**config.mk**
```make
export PLATFORM = sky130hd
export DESIGN_NAME = draw_sprite_flat
export DESIGN_NICKNAME = d
export VERILOG_FILES = /design/src/rtl/draw_sprite_if.sv /design/src/rtl/draw_sprite.sv /design/src/flat_wrapper.sv
export SDC_FILE = /design/constraint.sdc
export NUM_CORES = 1
export LEC_CHECK = 0
export ABC_AREA = 0
export CAP_MARGIN = 10
export CORE_UTILIZATION = 53
export DETAILED_ROUTE_END_ITERATION = 6
export MAX_ROUTING_LAYER = met4
export PLACE_DENSITY = 0.83
export RECOVER_POWER = 100
export SLEW_MARGIN = 25
export SYNTH_ARGS = -nofsm -noshare
export SYNTH_HDL_FRONTEND = slang
export SYNTH_SLANG_ARGS = --single-unit
```
**constraint.sdc**
```tcl
create_clock -name pclk -period 7.8 [get_ports pclk]
set_clock_uncertainty 0.15 [all_clocks]
set_input_delay 0.78 -clock pclk [delete_from_list [all_inputs] [get_ports pclk]]
set_output_delay 0.78 -clock pclk [all_outputs]
set_load 0.01 [all_outputs]
```
**src/rtl/draw_sprite_if.sv**
```systemverilog
`default_nettype none
// ============================================================================
//  Module      : draw_sprite_if
//  Description : Pixel-stream, sprite-control and ROM signals for draw_sprite.
//  Revision    : 1.0  initial release
// ============================================================================
interface draw_sprite_if #(
   parameter int ADDR_XW = 6,
   parameter int ADDR_YW = 6
);
   logic [11:0]                 xpos;
   logic [11:0]                 ypos;
   logic                        enable;
   logic                        mirror_x;
   logic [10:0]                 hcount_in;
   logic                        hsync_in;
   logic                        hblnk_in;
   logic [10:0]                 vcount_in;
   logic                        vsync_in;
   logic                        vblnk_in;
   logic [11:0]                 rgb_in;
   logic [11:0]                 rgb_pixel;
   logic [ADDR_YW+ADDR_XW-1:0]  pixel_addr;
   logic [10:0]                 hcount_out;
   logic                        hsync_out;
   logic                        hblnk_out;
   logic [10:0]                 vcount_out;
   logic                        vsync_out;
   logic                        vblnk_out;
   logic [11:0]                 rgb_out;
   logic                        sprite_hit;

   modport master (
      output xpos, ypos, enable, mirror_x,
      output hcount_in, hsync_in, hblnk_in, vcount_in, vsync_in, vblnk_in, rgb_in,
      output rgb_pixel,
      input  pixel_addr,
      input  hcount_out, hsync_out, hblnk_out, vcount_out, vsync_out, vblnk_out,
      input  rgb_out, sprite_hit
   );

   modport slave (
      input  xpos, ypos, enable, mirror_x,
      input  hcount_in, hsync_in, hblnk_in, vcount_in, vsync_in, vblnk_in, rgb_in,
      input  rgb_pixel,
      output pixel_addr,
      output hcount_out, hsync_out, hblnk_out, vcount_out, vsync_out, vblnk_out,
      output rgb_out, sprite_hit
   );
endinterface
`default_nettype wire

```
**src/rtl/draw_sprite.sv**
```systemverilog
`default_nettype none
// ============================================================================
//  Module      : draw_sprite
//  Description : Overlays a ROM-fetched sprite onto the VGA pixel stream.
//  Revision    : 1.0  initial release
// ============================================================================
module draw_sprite #(
   parameter int          SPRITE_W       = 48,
   parameter int          SPRITE_H       = 64,
   parameter int          ADDR_XW        = 6,
   parameter int          ADDR_YW        = 6,
   parameter int          ROM_LATENCY    = 1,
   parameter int          TRANSPARENT_EN = 1,
   parameter logic [11:0] KEY_COLOR      = 12'h0F0
) (
   input  wire logic       pclk,
   input  wire logic       rst,
   draw_sprite_if.slave    bus
);
   localparam logic [ADDR_XW-1:0] c_COL_MAX = ADDR_XW'(SPRITE_W - 1);

   typedef struct packed {
      logic        hit;
      logic [10:0] hcount;
      logic        hsync;
      logic        hblnk;
      logic [10:0] vcount;
      logic        vsync;
      logic        vblnk;
      logic [11:0] rgb;
   } stage_t;

   // S1 input registers
   logic [10:0] r_hcount;
   logic        r_hsync;
   logic        r_hblnk;
   logic [10:0] r_vcount;
   logic        r_vsync;
   logic        r_vblnk;
   logic [11:0] r_rgb;

   // per-frame shadow registers
   logic [11:0] r_xpos_q;
   logic [11:0] r_ypos_q;
   logic        r_enable_q;
   logic        r_mirror_q;

   always_ff @(posedge pclk) begin
      if (rst) begin
         r_hcount   <= '0;
         r_hsync    <= 1'b0;
         r_hblnk    <= 1'b0;
         r_vcount   <= '0;
         r_vsync    <= 1'b0;
         r_vblnk    <= 1'b0;
         r_rgb      <= '0;
         r_xpos_q   <= '0;
         r_ypos_q   <= '0;
         r_enable_q <= 1'b0;
         r_mirror_q <= 1'b0;
      end else begin
         r_hcount <= bus.hcount_in;
         r_hsync  <= bus.hsync_in;
         r_hblnk  <= bus.hblnk_in;
         r_vcount <= bus.vcount_in;
         r_vsync  <= bus.vsync_in;
         r_vblnk  <= bus.vblnk_in;
         r_rgb    <= bus.rgb_in;
         // load on the rising edge of vblank so the sprite never tears mid-frame
         if (bus.vblnk_in && !r_vblnk) begin
            r_xpos_q   <= bus.xpos;
            r_ypos_q   <= bus.ypos;
            r_enable_q <= bus.enable;
            r_mirror_q <= bus.mirror_x;
         end
      end
   end

   // 13-bit compares keep xpos+SPRITE_W from wrapping back to low columns
   logic [12:0] w_h13;
   logic [12:0] w_v13;
   logic [12:0] w_x13;
   logic [12:0] w_y13;
   logic [12:0] w_xend;
   logic [12:0] w_yend;
   logic        w_hit;
   logic [ADDR_XW-1:0] w_dx;
   logic [ADDR_YW-1:0] w_dy;
   logic [ADDR_XW-1:0] w_col;

   assign w_h13  = {2'b00, r_hcount};
   assign w_v13  = {2'b00, r_vcount};
   assign w_x13  = {1'b0, r_xpos_q};
   assign w_y13  = {1'b0, r_ypos_q};
   assign w_xend = w_x13 + 13'(SPRITE_W);
   assign w_yend = w_y13 + 13'(SPRITE_H);

   assign w_hit = r_enable_q & ~r_hblnk & ~r_vblnk
                & (w_h13 >= w_x13) & (w_h13 < w_xend)
                & (w_v13 >= w_y13) & (w_v13 < w_yend);

   assign w_dx  = ADDR_XW'(w_h13 - w_x13);
   assign w_dy  = ADDR_YW'(w_v13 - w_y13);
   assign w_col = r_mirror_q ? (c_COL_MAX - w_dx) : w_dx;

   assign bus.pixel_addr = w_hit ? {w_dy, w_col} : '0;

   // delay line matching the ROM read latency
   stage_t w_s1;
   stage_t r_pipe [ROM_LATENCY];
   stage_t w_d;

   assign w_s1 = {w_hit, r_hcount, r_hsync, r_hblnk, r_vcount, r_vsync, r_vblnk, r_rgb};

   always_ff @(posedge pclk) begin
      if (rst) begin
         for (int i = 0; i < ROM_LATENCY; i++) begin
            r_pipe[i] <= '0;
         end
      end else begin
         r_pipe[0] <= w_s1;
         for (int i = 1; i < ROM_LATENCY; i++) begin
            r_pipe[i] <= r_pipe[i-1];
         end
      end
   end

   assign w_d = r_pipe[ROM_LATENCY-1];

   logic w_key;
   logic w_draw;

   assign w_key  = (TRANSPARENT_EN != 0) && (bus.rgb_pixel == KEY_COLOR);
   assign w_draw = w_d.hit & ~w_key;

   logic [10:0] r_hcount_out;
   logic        r_hsync_out;
   logic        r_hblnk_out;
   logic [10:0] r_vcount_out;
   logic        r_vsync_out;
   logic        r_vblnk_out;
   logic [11:0] r_rgb_out;
   logic        r_sprite_hit;

   always_ff @(posedge pclk) begin
      if (rst) begin
         r_hcount_out <= '0;
         r_hsync_out  <= 1'b0;
         r_hblnk_out  <= 1'b0;
         r_vcount_out <= '0;
         r_vsync_out  <= 1'b0;
         r_vblnk_out  <= 1'b0;
         r_rgb_out    <= '0;
         r_sprite_hit <= 1'b0;
      end else begin
         r_hcount_out <= w_d.hcount;
         r_hsync_out  <= w_d.hsync;
         r_hblnk_out  <= w_d.hblnk;
         r_vcount_out <= w_d.vcount;
         r_vsync_out  <= w_d.vsync;
         r_vblnk_out  <= w_d.vblnk;
         r_rgb_out    <= w_draw ? bus.rgb_pixel : w_d.rgb;
         r_sprite_hit <= w_draw;
      end
   end

   assign bus.hcount_out = r_hcount_out;
   assign bus.hsync_out  = r_hsync_out;
   assign bus.hblnk_out  = r_hblnk_out;
   assign bus.vcount_out = r_vcount_out;
   assign bus.vsync_out  = r_vsync_out;
   assign bus.vblnk_out  = r_vblnk_out;
   assign bus.rgb_out    = r_rgb_out;
   assign bus.sprite_hit = r_sprite_hit;

endmodule
`default_nettype wire

```
**src/flat_wrapper.sv**
```systemverilog
// flat-port wrapper written by rule: the top's interface ports become plain ports
module draw_sprite_flat 
#(
   parameter int          SPRITE_W       = 48,
   parameter int          SPRITE_H       = 64,
   parameter int          ADDR_XW        = 6,
   parameter int          ADDR_YW        = 6,
   parameter int          ROM_LATENCY    = 1,
   parameter int          TRANSPARENT_EN = 1,
   parameter logic [11:0] KEY_COLOR      = 12'h0F0
)
  (pclk, rst, bus_xpos, bus_ypos, bus_enable, bus_mirror_x, bus_hcount_in, bus_hsync_in, bus_hblnk_in, bus_vcount_in, bus_vsync_in, bus_vblnk_in, bus_rgb_in, bus_rgb_pixel, bus_pixel_addr, bus_hcount_out, bus_hsync_out, bus_hblnk_out, bus_vcount_out, bus_vsync_out, bus_vblnk_out, bus_rgb_out, bus_sprite_hit);
  draw_sprite_if #(.ADDR_XW(ADDR_XW), .ADDR_YW(ADDR_YW)) bus_i ();
  input  wire logic pclk;
  input  wire logic rst;
  input wire logic [$bits(bus_i.xpos)-1:0] bus_xpos;
  input wire logic [$bits(bus_i.ypos)-1:0] bus_ypos;
  input wire logic [$bits(bus_i.enable)-1:0] bus_enable;
  input wire logic [$bits(bus_i.mirror_x)-1:0] bus_mirror_x;
  input wire logic [$bits(bus_i.hcount_in)-1:0] bus_hcount_in;
  input wire logic [$bits(bus_i.hsync_in)-1:0] bus_hsync_in;
  input wire logic [$bits(bus_i.hblnk_in)-1:0] bus_hblnk_in;
  input wire logic [$bits(bus_i.vcount_in)-1:0] bus_vcount_in;
  input wire logic [$bits(bus_i.vsync_in)-1:0] bus_vsync_in;
  input wire logic [$bits(bus_i.vblnk_in)-1:0] bus_vblnk_in;
  input wire logic [$bits(bus_i.rgb_in)-1:0] bus_rgb_in;
  input wire logic [$bits(bus_i.rgb_pixel)-1:0] bus_rgb_pixel;
  output wire logic [$bits(bus_i.pixel_addr)-1:0] bus_pixel_addr;
  output wire logic [$bits(bus_i.hcount_out)-1:0] bus_hcount_out;
  output wire logic [$bits(bus_i.hsync_out)-1:0] bus_hsync_out;
  output wire logic [$bits(bus_i.hblnk_out)-1:0] bus_hblnk_out;
  output wire logic [$bits(bus_i.vcount_out)-1:0] bus_vcount_out;
  output wire logic [$bits(bus_i.vsync_out)-1:0] bus_vsync_out;
  output wire logic [$bits(bus_i.vblnk_out)-1:0] bus_vblnk_out;
  output wire logic [$bits(bus_i.rgb_out)-1:0] bus_rgb_out;
  output wire logic [$bits(bus_i.sprite_hit)-1:0] bus_sprite_hit;
  assign bus_i.xpos = bus_xpos;
  assign bus_i.ypos = bus_ypos;
  assign bus_i.enable = bus_enable;
  assign bus_i.mirror_x = bus_mirror_x;
  assign bus_i.hcount_in = bus_hcount_in;
  assign bus_i.hsync_in = bus_hsync_in;
  assign bus_i.hblnk_in = bus_hblnk_in;
  assign bus_i.vcount_in = bus_vcount_in;
  assign bus_i.vsync_in = bus_vsync_in;
  assign bus_i.vblnk_in = bus_vblnk_in;
  assign bus_i.rgb_in = bus_rgb_in;
  assign bus_i.rgb_pixel = bus_rgb_pixel;
  assign bus_pixel_addr = bus_i.pixel_addr;
  assign bus_hcount_out = bus_i.hcount_out;
  assign bus_hsync_out = bus_i.hsync_out;
  assign bus_hblnk_out = bus_i.hblnk_out;
  assign bus_vcount_out = bus_i.vcount_out;
  assign bus_vsync_out = bus_i.vsync_out;
  assign bus_vblnk_out = bus_i.vblnk_out;
  assign bus_rgb_out = bus_i.rgb_out;
  assign bus_sprite_hit = bus_i.sprite_hit;
  draw_sprite #(.SPRITE_W(SPRITE_W), .SPRITE_H(SPRITE_H), .ADDR_XW(ADDR_XW), .ADDR_YW(ADDR_YW), .ROM_LATENCY(ROM_LATENCY), .TRANSPARENT_EN(TRANSPARENT_EN), .KEY_COLOR(KEY_COLOR)) u_core (.pclk(pclk), .rst(rst), .bus(bus_i));
endmodule
```
==> flow_summary_export.csv <==
group,metric,value,unit
outcome,status,"finished, violations left",
outcome,failed_checks,"max-capacitance violations, max-slew violations",
global_routing,grt_overflow,0,
layout,fin_area,0.007397,mm²
layout,syn2layout_area_growth,33.91,%
synthesis,netlist_instances,574,
cts,cts_setup_buffers,0,
timing,rsz0062_at_grt,"false",
cts,cts_sinks,142,
cts,hold_buffers,0,
min_path,min_from,"u_core.r_pipe[0][28]",
cts,htree_levels,4,
global_routing,grt_pass1_vias,4146,
timing,timing.final.ws_setup,2.605,ns
cts,path_clk_slew,0.06,ns
timing,relSlewSlack,-170.6,%
power_and_ir_drop,power_density,229.4,mW/mm²
setup_path,criticalPathCategory,"flip-flop to primary output",
detailed_routing,wl_per_cell,14.14,µm
placed_design,place_ws,3.586,ns
power_and_ir_drop,netSwitchingPower,434.4,µW
setup_path,rrSetupSlack,4.65,ns
placed_design,hpwl,8.334,mm
power_and_ir_drop,vdd_drop_max,117.3,µV
synthesis,ys_ff_latch,142,
cts,cts_made_buffers,17,
setup_path,cp.arrival,4.26,ns
min_path,hold_path_end,"u_core.bus.hcount_out[1]",
timing,max_freq,0.1925,GHz
detailed_routing,drc,0,
placed_design,io_buffers,128,
setup_path,worstSetupStartpointType,"flip-flop",
run,cap_violations,3,
synthesis,ys_top_cells_by_area,"dfxtp_1 51%, nor2b_1 12%, ha_1 8.2%",
setup_path,crit_top_cell,"ha_1",
layout,multi_input_area,0.002460,mm²
cts,ctsResizeCount,0,
setup_path,r2r_start,"u_core.r_xpos_q[4]",
placed_design,placed_area,0.006867,mm²
global_routing,grt_start_max_net_pins,105,
timing,period_share,66.60,%
power_and_ir_drop,switching_share,25.60,%
synthesis,synth.most_common_cell,"dfxtp_1",
cts,clock_latency,0.51,ns
layout,fin_nets,813,
timing,report.final.hold_viol_count,0,
global_routing,grt_pass1_wl,19.46,mm
floorplan,core,0.009955,mm²
synthesis,yosys_most_used_dff,"dfxtp_1",
setup_path,crit_path_end_kind,"primary output",
timing,tightest_slew,4.059,ns
setup_path,cp_cell_sequence,"inv_1 > ha_1 > nor3_1 > xnor2_1 > ha_1 > and4_1 > a221oi_1 > a211o_2 > nand4_1 > a211oi_1 > dlygate4sd3_1",
power_and_ir_drop,power.share.clock,42.9,%
detailed_routing,routed_wirelength,11.92,mm
synthesis,synth_common_cells,"142 x dfxtp_1, 103 x nor2b_1, 77 x nand2_1",
synthesis,synth_area,0.005524,mm²
setup_path,r2r_end,"u_core.r_pipe[0][38]",
placed_design,routabilityCongestion,0.9143,
synthesis,synth_edf_count,0,
power_and_ir_drop,power.leakage,3.087,nW
floorplan,die-height,104.1,µm
timing,fin_setup_tns,0,ns
detailed_routing,viasPerCell,5.004,
min_path,hold_path.class,"flip-flop to flip-flop",
layout,drive_gt1_share,5.775,%
setup_path,cp_slowest_cell,"dlygate4sd3_1",
timing,setup_viol,0,
power_and_ir_drop,p_seq_share,45.6,%
floorplan,io_pins,129,
setup_path,crit_required,6.87,ns
timing,min_period,5.195,ns
synthesis,synth_top_cell_by_area,"dfxtp_1",
min_path,hold_depth,1,
power_and_ir_drop,p_comb_share,11.5,%
detailed_routing,dr.pass1.iters,6,
cts,ctsLongestPathBuffers,2,
layout,n_antenna_cell,0,
global_routing,globalRouteTotalUtil,23.24,%
synthesis,synth_cell_types,49,
synthesis,syn-num-nets,690,
floorplan,die_w,104.1,µm
detailed_routing,vias,4218,
floorplan,rows,36,
global_routing,antenna_found_initial,0,
detailed_routing,drt_iter0_markers,161,
cts,cts_tree,"built",
timing,slew_violations,172,
synthesis,ys_seq_area_share,51.46,%
setup_path,r2r.worst_path.cells,10,
layout,register_area,0.002843,mm²
detailed_routing,ant_nets,0,
power_and_ir_drop,internal_power,1.262,mW
floorplan,die-area,0.01083,mm²
synthesis,synthArstFlopShare,0,%
synthesis,synth.top_cell.area_share,51.46,%
floorplan,initial_utilization,55.49,%
layout,n_fill_cell,718,
synthesis,syn_avg_cell_area,9.624,µm²
synthesis,yosys_warnings,0,
cts,root_buffer,"clkbuf_8",
setup_path,slowest_delay,0.65,ns
setup_path,critPathMaxFanout,13,
==> final cells by class <==
cell class              count  share of cell area (%)
multi-input cells         379                   33.25
well taps                 133                   2.250
clock buffers              17                   5.599
repair buffers            129                   17.29
clock inverters            15                   1.759
inverters                  28                   1.421
flip-flops and latches    142                   38.43
==> power groups by stage <==
stage	Sequential, mW	Combinational [mW]	Clock, mW
after floorplan	0.786	0.116	0
after global placement	0.788	0.187	0
after detailed placement	0.789	0.193	0
after CTS	0.774	0.196	0.739
after global routing	0.777	0.214	0.776
final	0.774	0.195	0.728
==> flip-flops by register name (all words and copies together) (netlist names) <==
signal,count
u_core.bus.sprite_hit,1
u_core.bus.rgb_out,12
u_core.bus.vblnk_out,1
u_core.r_ypos_q,12
u_core.r_vsync,1
u_core.r_vblnk,1
u_core.r_hblnk,1
u_core.r_vcount,11
u_core.r_mirror_q,1
u_core.r_rgb,12
u_core.r_hcount,11
u_core.r_pipe,39
u_core.bus.hsync_out,1
u_core.bus.vsync_out,1
u_core.bus.hblnk_out,1
u_core.bus.vcount_out,11
u_core.r_hsync,1
u_core.r_enable_q,1
u_core.bus.hcount_out,11
u_core.r_xpos_q,12
==> worst max-delay path: cells and delay by family, from the launching register on <==
kind / cells / cell delay [ns]
xor gates and xnor gates: 1 / 0.16
buffers and inverters: 2 / 0.75
DFF: 1 / 0.39
and+or+nand+nor: 3 / 0.99
adders and majority gates: 2 / 0.52
AOI/OAI and AO/OA: 3 / 0.94
==> placed cells by master (no fill, tap or decap), types with 2 or more instances in the layout <==
cell type / Yosys / layout
dfxtp_1: 142 / 142
nor2b_1: 103 / 103
nand2_1: 77 / 77
clkdlybuf4s50_1: 0 / 75
dlygate4sd3_1: 0 / 52
a21oi_1: 46 / 46
ha_1: 36 / 36
inv_1: 28 / 28
nor2_1: 27 / 27
clkbuf_16: 0 / 16
xnor2_1: 15 / 15
o21ai_0: 9 / 9
mux2i_1: 6 / 6
nor3_1: 4 / 4
xor2_1: 4 / 4
nand3_1: 4 / 4
o21a_1: 4 / 4
nor4b_1: 4 / 4
nand2b_1: 5 / 4
clkinvlp_4: 0 / 4
inv_6: 0 / 4
a21o_1: 3 / 3
clkinv_4: 0 / 3
inv_8: 0 / 3
and4_1: 2 / 2
o311ai_0: 2 / 2
nand4_1: 1 / 2
o211ai_1: 2 / 2
fa_1: 2 / 2
clkbuf_1: 21 / 2
==> per-layer routing <==
layer / global-route usage, % / vias to the layer above / share of wire, %
met5: - / - / 0
met4: 8.367 / 0 / 1.8
met3: 5.388 / 19 / 4.4
met2: 39.05 / 127 / 49
met1: 27.16 / 1944 / 45
li1: - / 2128 / -
==> cells by family after synthesis <==
kind of cell / after synthesis / synth area share, %
xor+xnor: 19 / 3.012
mux: 7 / 1.291
simple gates: 235 / 22.45
buf+inv: 53 / 3.941
fa+ha+maj: 38 / 8.879
compound gates: 80 / 8.970
flops: 142 / 51.46
==> through the flow <==
step / util [%] / total power [mW] / hold slack, ns / instances
global placement: 68.98 / 0.9748 / 0.2678 / 811
CTS: 74.45 / 1.709 / 0.2889 / 843
global route: 74.31 / 1.767 / 0.2985 / 843
detailed placement: 68.98 / 0.9823 / 0.2734 / 811
finish: 74.31 / 1.697 / 0.2859 / 843
floorplan: - / 0.9021 / 0.2638 / 574
==> worst max-delay path by stage <==
stage,startpoint,slack (ns),cells past startpoint,to
finish,u_core.r_xpos_q[4],2.61,11,bus_pixel_addr[9]
CTS,u_core.r_xpos_q[4],2.95,11,bus_pixel_addr[9]
global route,rst,2.23,3,u_core.bus.vcount_out[2]
floorplan,u_core.r_xpos_q[4],4.56,10,bus_pixel_addr[9]
detailed placement,u_core.r_xpos_q[4],3.59,11,bus_pixel_addr[9]
global placement,u_core.r_xpos_q[4],3.68,11,bus_pixel_addr[9]
Note: power is estimated with default switching activity, not from simulation.
